$ cat src/rtl/kp_line_feeder.sv
// Line feeder: pops greyscale pixels from the input FIFO and delivers
// one full line per kernel-control request, tracking line/frame position.
module kp_line_feeder #(
  parameter int LINE_LENGTH = 480,
  parameter int NUM_LINES   = 480,
  parameter int REQ_GUARD   = 3
) (
  input  logic       i_clk,
  input  logic       i_rst,
  input  logic       i_en,
  input  logic       i_req,
  output logic [7:0] o_data,
  output logic       o_valid,
  input  logic       i_fifo_empty,
  output logic       o_fifo_rd,
  input  logic [7:0] i_fifo_data,
  output logic       o_busy,
  output logic       o_line_done,
  output logic       o_frame_done,
  output logic [8:0] o_line_cnt
);

  localparam int GW = $clog2(REQ_GUARD + 1);

  localparam logic [9:0]    LL    = 10'(LINE_LENGTH);
  localparam logic [9:0]    LL_M1 = 10'(LINE_LENGTH - 1);
  localparam logic [8:0]    NL_M1 = 9'(NUM_LINES - 1);
  localparam logic [GW-1:0] G_M1  = GW'(REQ_GUARD - 1);

  typedef enum logic [1:0] {
    IDLE,
    LINE,
    GUARD
  } state_t;

  state_t        state;
  state_t        state_nx;
  logic [9:0]    rd_cnt;
  logic [9:0]    wr_cnt;
  logic [GW-1:0] guard_cnt;
  logic [8:0]    line_cnt;
  logic          valid_q;
  logic          rd;
  logic          line_done;
  logic          start;

  assign line_done = valid_q && (state == LINE) && (wr_cnt == LL_M1);
  assign start     = (state == IDLE) && (state_nx == LINE);

  always_comb begin
    rd       = 1'b0;
    state_nx = state;
    unique case (state)
      IDLE: begin
        if (i_req && i_en && !i_fifo_empty) begin
          rd       = 1'b1;
          state_nx = LINE;
        end
      end
      LINE: begin
        rd = !i_fifo_empty && (rd_cnt < LL);
        if (line_done) state_nx = GUARD;
      end
      GUARD: begin
        if (guard_cnt == '0) state_nx = IDLE;
      end
      default: state_nx = IDLE;
    endcase
  end

  // Reset must silence the pop and valid in the very cycle it is raised
  assign o_fifo_rd    = rd && !i_rst;
  assign o_valid      = valid_q && !i_rst;
  assign o_data       = o_valid ? i_fifo_data : 8'd0;
  assign o_busy       = (state != IDLE) && !i_rst;
  assign o_line_done  = line_done && !i_rst;
  assign o_frame_done = o_line_done && (line_cnt == NL_M1);
  assign o_line_cnt   = line_cnt;

  always_ff @(posedge i_clk or posedge i_rst) begin
    if (i_rst) begin
      state     <= IDLE;
      rd_cnt    <= '0;
      wr_cnt    <= '0;
      guard_cnt <= '0;
      line_cnt  <= '0;
      valid_q   <= 1'b0;
    end else begin
      state   <= state_nx;
      valid_q <= o_fifo_rd;
      // The line's first pop is issued from IDLE, so it is counted here
      if (start) rd_cnt <= 10'd1;
      else if (o_fifo_rd) rd_cnt <= rd_cnt + 10'd1;
      if (start) wr_cnt <= '0;
      else if (valid_q && state == LINE) wr_cnt <= wr_cnt + 10'd1;
      if (state == LINE && state_nx == GUARD) guard_cnt <= G_M1;
      else if (state == GUARD && guard_cnt != '0) guard_cnt <= guard_cnt - GW'(1);
      if (line_done) line_cnt <= (line_cnt == NL_M1) ? 9'd0 : line_cnt + 9'd1;
    end
  end

endmodule

$ cat config.mk
export PLATFORM = sky130hd
export DESIGN_NAME = kp_line_feeder
export DESIGN_NICKNAME = d
export VERILOG_FILES = /design/src/rtl/kp_line_feeder.sv
export SDC_FILE = /design/constraint.sdc
export NUM_CORES = 1
export LEC_CHECK = 0
export ABC_AREA = 1
export CAP_MARGIN = 10
export CORE_ASPECT_RATIO = 1.25
export CORE_MARGIN = 4
export CORE_UTILIZATION = 47
export DETAILED_ROUTE_END_ITERATION = 10
export GPL_TIMING_DRIVEN = 1
export PLACE_DENSITY = 0.73
export SLEW_MARGIN = 10
export SYNTH_ARGS = -nofsm -noshare
export SYNTH_HDL_FRONTEND = slang
export SYNTH_SLANG_ARGS = --single-unit
$ cat constraint.sdc
create_clock -name i_clk -period 1.5 [get_ports i_clk]
set_input_delay 0.45 -clock i_clk [delete_from_list [all_inputs] [get_ports i_clk]]
set_output_delay 0.45 -clock i_clk [all_outputs]
set_load 0.05 [all_outputs]
==> flow_metrics.py, run 1 <==
metrics = {
    "outcome": {
        "outcome": "finished with violations",
        "violations": "setup timing",
    },
    "floorplan": {
        "core_um2": 4197,
        "die_h_um": 82.82,
        "fp-row-count": 26,
        "die_w_um": 67.85,
        "dieArea_um2": 5619,
        "initial_core_util_pct": 50.15,
        "ios": 35,
    },
    "critical_path": {
        "critPathLaunch": "wr_cnt[0]",
        "worstPathRequired_ns": 1.05,
        "endpoint_kind": "output port",
        "criticalPathCategory": "reg -> out",
        "crit_fanout": 4,
        "r2r_end": "o_line_cnt[1]",
        "ff2ff_path_depth": 9,
        "r2r_start": "wr_cnt[7]",
        "cp.arrival_ns": 1.58,
        "critPathLaunchType": "flop",
        "r2r_slack_ns": -0.17,
    },
    "sta": {
        "setup_violations": 33,
        "finClkSkew_ns": 0.01222,
        "worst_slew_pin_slew_ns": 0.2772,
        "fmax_mhz": 493.4,
        "fin_ws_ns": -0.5266,
        "slew_viol_final": 0,
        "hold_ws_ns": 0.5240,
        "period_share_pct": 135.1,
        "hold_viol_final": 0,
        "rsz0062_at_grt": "true",
        "period_needed_ns": 2.027,
        "maxSlewHeadroom_pct": 81.45,
    },
    "global_route": {
        "grt_start_max_net_pins": 31,
        "grtUsageTotal_pct": 24.07,
        "grt_pass1_wl_um": 10580,
        "grt_pass1_vias": 2393,
        "antenna_found_initial": 0,
        "gr-total-overflow": 0,
    },
    "drt": {
        "drt_iter0_markers": 248,
        "dr.pass1.iters": 5,
        "wire_per_inst_um": 15.62,
        "highest_layer": "met4",
        "wl_um": 7077,
        "wl_met2_um": 3746,
        "m1WireLength_um": 2641,
        "via_per_inst": 5.252,
        "num_vias": 2379,
        "wl_met3_um": 423,
        "remaining_drc_errors": 0,
        "antenna_left": 0,
    },
    "synthesis": {
        "synth-main-ff-cell": "dfrtp_1",
        "synthCells": 300,
        "ys_seq_area_share_pct": 40.43,
        "synth.avg_cell_area_um2": 7.015,
        "synth_enable_flop_cells": 0,
        "synthArstFlopShare_pct": 100.0,
        "synth_area_um2": 2105,
        "synth_seq_cells": 34,
        "synthDistinctLibCells": 31,
        "synth_nets": 317,
        "yosysWarnings": 0,
    },
    "cells_and_area": {
        "final.fill_count": 227,
        "fin_nets": 413,
        "antenna-diode-count": 0,
        "final_common_cell": "nand2_1",
        "postLayoutCoreUtil_pct": 85.78,
        "area_growth_pct": 71.05,
        "final_cell_mix": "nand2_1, inv_1, buf_4, dfrtp_1, nor2_1",
        "post_route_cells_drive_above_1_share_pct": 37.78,
    },
    "power": {
        "p_sw_share_pct": 38.64,
        "ir_worst_vdd_mv": 0.8242,
        "p_int_uw": 2133,
        "power_density_nw_per_um2": 965.5,
        "p_leak_uw": 0.001757,
        "power_switching_uw": 1343,
        "p_comb_share_pct": 41.8,
        "power_frac_seq_pct": 36.7,
        "pwr-share-clk_pct": 21.5,
    },
    "clocking": {
        "clk_latency_ns": 0.30,
        "cts_buffers": 5,
        "cts_tree": "yes",
        "cts_sinks": 34,
        "path_clk_slew_ns": 0.08,
        "htreeDepth": 2,
        "cts_buffer_depth": 2,
        "holdBufCountCts": 0,
        "clockRootBuffer": "clkbuf_8",
    },
    "placed_design": {
        "io_buffers": 34,
        "place_hpwl_um": 4256,
        "dp_slack_ns": -0.6858,
        "gp_congestion": 0.8326,
    },
    "worst_hold_path": {
        "hp-class": "in -> async",
    },
    "flow_run": {
        "maxCapViolations": 0,
    },
}
==> power groups by stage <==
stage / Combinational (µW) / Clock (µW) / Sequential [µW]
floorplan: 660 / 0 / 1290
global placement: 1220 / 0 / 1250
detailed placement: 1270 / 0 / 1270
CTS: 1310 / 728 / 1260
global route: 1580 / 782 / 1300
finish: 1450 / 746 / 1280
==> sequential cells by signal (all words and copies together), names as in the netlist <==
register and cells:
o_line_cnt 9, state 2, rd_cnt 10, valid_q 1, guard_cnt 2, wr_cnt 10
==> how the worst max path moves through the flow <==
stage	to	slack, ns	depth (start not counted)
CTS	o_frame_done	-0.54	6
floorplan	o_frame_done	-0.51	5
global placement	o_fifo_rd	-0.61	7
global route	o_frame_done	-0.59	6
detailed placement	o_fifo_rd	-0.69	7
finish	o_frame_done	-0.53	6
==> Yosys cell counts, drive strengths merged, types with 2 or more instances <==
cell	number	share of area, %
nand4	11	3.3
o21ai	16	4.9
ha	4	2.4
nand3	22	5.7
nor3b	2	0.71
inv	56	10
nor2	46	9.6
dfrtp	34	40
nand2	86	15
a21oi	4	0.95
buf	3	1.0
xor2	4	1.7
nor3	4	1.2
xnor2	2	0.83
==> kinds of logic after synthesis <==
logic type               share of synthesized area (%)
AO/OA/AOI/OAI                                    6.957
XOR/XNOR                                         2.497
adder cells (fa/ha/maj)                          2.378
buffers and inverters                            11.30
flip-flops                                       40.43
AND/OR/NAND/NOR                                  36.44
==> worst max-delay path, cell delays in order (launching register included) <==
cell     delay (ns)
dfrtp_1        0.37
ha_2           0.22
nand3_4        0.10
nor2_4         0.12
nand3_4        0.13
nor3_4         0.19
buf_12         0.16
==> through the flow <==
stage	total power [µW]	std cells	instance area [µm²]	setup TNS (ns)
global placement	2479	438	3324	-14.39
finish	3476	453	3600	-6.533
global route	3665	453	3600	-9.007
detailed placement	2537	438	3324	-16.05
floorplan	1954	300	2303	-4.626
CTS	3301	447	3473	-4.367
==> repair_timing <==
| action | CTS | global route |
|---|---|---|
| gates resized for setup | 21 | 30 |
| endpoints found under the setup margin | 29 | 36 |
| pin swaps | 8 | 11 |
| cloned | 0 | 0 |
| setup buffers | 1 | 8 |
==> routing by layer <==
| metal | vias to the layer above | GRT usage [%] |
|---|---|---|
| met5 | - | 0 |
| met4 | 0 | 11.03 |
| met3 | 29 | 6.081 |
| met2 | 98 | 40.57 |
| met1 | 1135 | 27.71 |
| li1 | 1117 | - |
==> layout make-up <==
| type | count | area (µm²) | area share [%] |
|---|---|---|---|
| Clock buffer | 7 | 86.33 | 2.398 |
| Clock inverter | 1 | 5.005 | 0.1390 |
| Inverter | 56 | 234.0 | 6.500 |
| Multi-Input combinational cell | 206 | 1269 | 35.25 |
| Sequential cell | 34 | 858.3 | 23.84 |
| Tap cell | 56 | 70.07 | 1.946 |
| Timing Repair Buffer | 93 | 1077 | 29.93 |
No activity file was read; power rests on OpenSTA's default activity.
==> run 2, diff against run 1 <==
--- a/config.mk
+++ b/config.mk
@@ -10,6 +10,7 @@
 export CORE_ASPECT_RATIO = 1.25
 export CORE_MARGIN = 4
 export CORE_UTILIZATION = 47
+export CTS_CLUSTER_SIZE = 16
 export DETAILED_ROUTE_END_ITERATION = 10
 export GPL_TIMING_DRIVEN = 1
 export PLACE_DENSITY = 0.73
==> results of run 2 <==
No change in the layout: final DEF, timing and power equal those of run 1.
==> run 3, diff against run 2 <==
--- a/config.mk
+++ b/config.mk
@@ -9,11 +9,12 @@
 export CAP_MARGIN = 10
 export CORE_ASPECT_RATIO = 1.25
 export CORE_MARGIN = 4
-export CORE_UTILIZATION = 47
+export CORE_UTILIZATION = 40
+export CTS_CLUSTER_DIAMETER = 50
 export CTS_CLUSTER_SIZE = 16
 export DETAILED_ROUTE_END_ITERATION = 10
 export GPL_TIMING_DRIVEN = 1
-export PLACE_DENSITY = 0.73
+export PLACE_DENSITY = 0.63
 export SLEW_MARGIN = 10
 export SYNTH_ARGS = -nofsm -noshare
 export SYNTH_HDL_FRONTEND = slang
==> flow_metrics.py, run 3 (same netlist as run 1, synthesis figures left out) <==
metrics = {
    "global_route": {
        "top_usage_layer": "met2",
        "grtUsageTotal_pct": 19.79,
        "use_met2_pct": 37.11,
        "grt_pass1_wl_um": 9963,
        "gr-total-overflow": 0,
        "antenna_found_initial": 0,
        "grt_pass1_vias": 2276,
        "grt_start_max_net_pins": 18,
        "grtUsageMet3_pct": 4.162,
        "gr-usage-met1_pct": 20.83,
    },
    "sta": {
        "finClkSkew_ns": 0.01170,
        "hold_ws_ns": 0.5178,
        "tns_ns": -5.190,
        "hold_viol_final": 0,
        "setup_violations": 20,
        "maxSlewHeadroom_pct": 81.63,
        "worst_slew_pin_slew_ns": 0.2755,
        "period_share_pct": 136.5,
        "period_needed_ns": 2.047,
        "slew_viol_final": 0,
        "rsz0062_at_grt": "true",
        "fmax_mhz": 488.5,
        "fin_ws_ns": -0.5473,
    },
    "cells_and_area": {
        "post_route_cells_drive_above_1_share_pct": 37.56,
        "fin_nets": 418,
        "final_common_cell": "nand2_1",
        "area_growth_pct": 73.07,
        "antenna-diode-count": 0,
        "final.fill_count": 407,
        "design_area_um2": 3642,
        "final_cell_mix": "nand2_1, buf_4, inv_1, nor2_1, dfrtp_1",
        "multi_input_area_um2": 1251,
        "layout.area.seq_um2": 858.3,
        "postLayoutCoreUtil_pct": 71.70,
    },
    "floorplan": {
        "ios": 35,
        "die_h_um": 89.10,
        "core_um2": 5080,
        "fp-row-count": 29,
        "dieArea_um2": 6493,
        "die_w_um": 72.88,
        "initial_core_util_pct": 41.43,
    },
    "critical_path": {
        "endpoint_kind": "output port",
        "crit_buf_inv": 1,
        "criticalPathCategory": "reg -> out",
        "critPathTopFamily": "simple AND/OR/NAND/NOR gates",
        "critPathLaunchType": "flop",
        "worstPathRequired_ns": 1.05,
        "crit_path_top_delay_cell": "dfrtp_1",
        "critPathLaunch": "wr_cnt[1]",
        "cp.arrival_ns": 1.60,
        "crit_fanout": 3,
        "crit_chain": "ha_2 -> nand3_4 -> nor2_4 -> nand3_4 -> nor3_4 -> buf_12",
        "slowest_delay_ns": 0.36,
        "cp_common_cell": "nand3_4",
        "r2r_start": "wr_cnt[1]",
    },
    "placed_design": {
        "io_buffers": 34,
        "place_hpwl_um": 4374,
        "dpl_cell_area_um2": 3337,
        "dp_slack_ns": -0.6953,
        "gp_congestion": 0.8081,
    },
    "drt": {
        "wl_um": 5851,
        "dr.pass1.iters": 4,
        "wire_per_inst_um": 12.61,
        "num_vias": 2255,
        "drt_iter0_markers": 157,
        "remaining_drc_errors": 0,
        "antenna_left": 0,
        "via_per_inst": 4.860,
    },
    "power": {
        "power_density_nw_per_um2": 953.8,
        "ir_worst_vdd_mv": 0.7028,
        "p_leak_uw": 0.001792,
    },
    "clocking": {
        "clockRootBuffer": "clkbuf_8",
        "cts_tree": "yes",
        "cts_buffer_depth": 2,
        "path_clk_slew_ns": 0.08,
        "cts_sinks": 34,
        "clk_latency_ns": 0.30,
        "htreeDepth": 2,
        "cts_buffers": 5,
    },
    "worst_hold_path": {
        "hp-class": "reg -> reg",
        "hold_start": "rd_cnt[1]",
    },
    "outcome": {
        "violations": "setup timing",
        "outcome": "finished with violations",
    },
    "flow_run": {
        "maxCapViolations": 0,
    },
}
==> run 3: cell types whose count changed in the layout (fill, tap and decap cells not counted), sizes merged <==
cell and delta:
buf +5, clkinv +1, dlygate4sd2 +1, clkbuf -3, bufinv +1
==> run 3: stage by stage <==
step,total power [µW],instances
after global placement,2462,443
after CTS,3403,455
final,3474,464
after floorplan,1954,300
after global routing,3735,464
after detailed placement,2496,443
==> run 3: repair_timing <==
action	4_1_cts	5_1_grt
setup buffers	5	10
pin swaps	5	7
setup endpoints to repair	30	39
hold buffers	0	0
resized for setup	15	22
cloned	0	0
==> run 3: final timing paths <==
path                            depth (start not counted)             to  slack [ns]
worst max-delay path                                    6   o_frame_done       -0.55
worst min-delay path                                    2      rd_cnt[1]        0.52
worst max register to register                         10       state[0]       -0.20
worst min register to register                          2      rd_cnt[1]        0.52
max in group asynchronous                               4  o_line_cnt[5]        0.75
min in group asynchronous                               4      rd_cnt[1]        0.60
==> run 3: worst reg2reg max path: stages (launching register included) <==
cell and delay [ns]:
dfrtp_1 0.36, ha_2 0.21, nand3_4 0.11, nor2_4 0.14, buf_4 0.12, buf_4 0.08
buf_4 0.09, inv_2 0.04, nor2_4 0.21, buf_6 0.13, o21ai_0 0.08
==> run 3: cell type report <==
cell class,count,share of cell area [%]
clock inverter,3,1.099
timing repair buffer,98,30.54
inverter,56,6.424
sequential,34,23.57
clock buffer,5,1.889
multi-input combinational,206,34.35
tap,62,2.130
==> run 3: power breakdown <==
group          leakage [µW]  internal [µW]  switching, µW
Combinational       0.00130            655            714
Clock             0.0000579            489            357
Sequential         0.000429           1110            153
==> run 3: per-layer routing <==
metal  routed length (µm)  up-vias
met5                    0        -
met4                  106        0
met3                  338        8
met2                 3107       68
met1                 2298     1047
li1                     -     1132
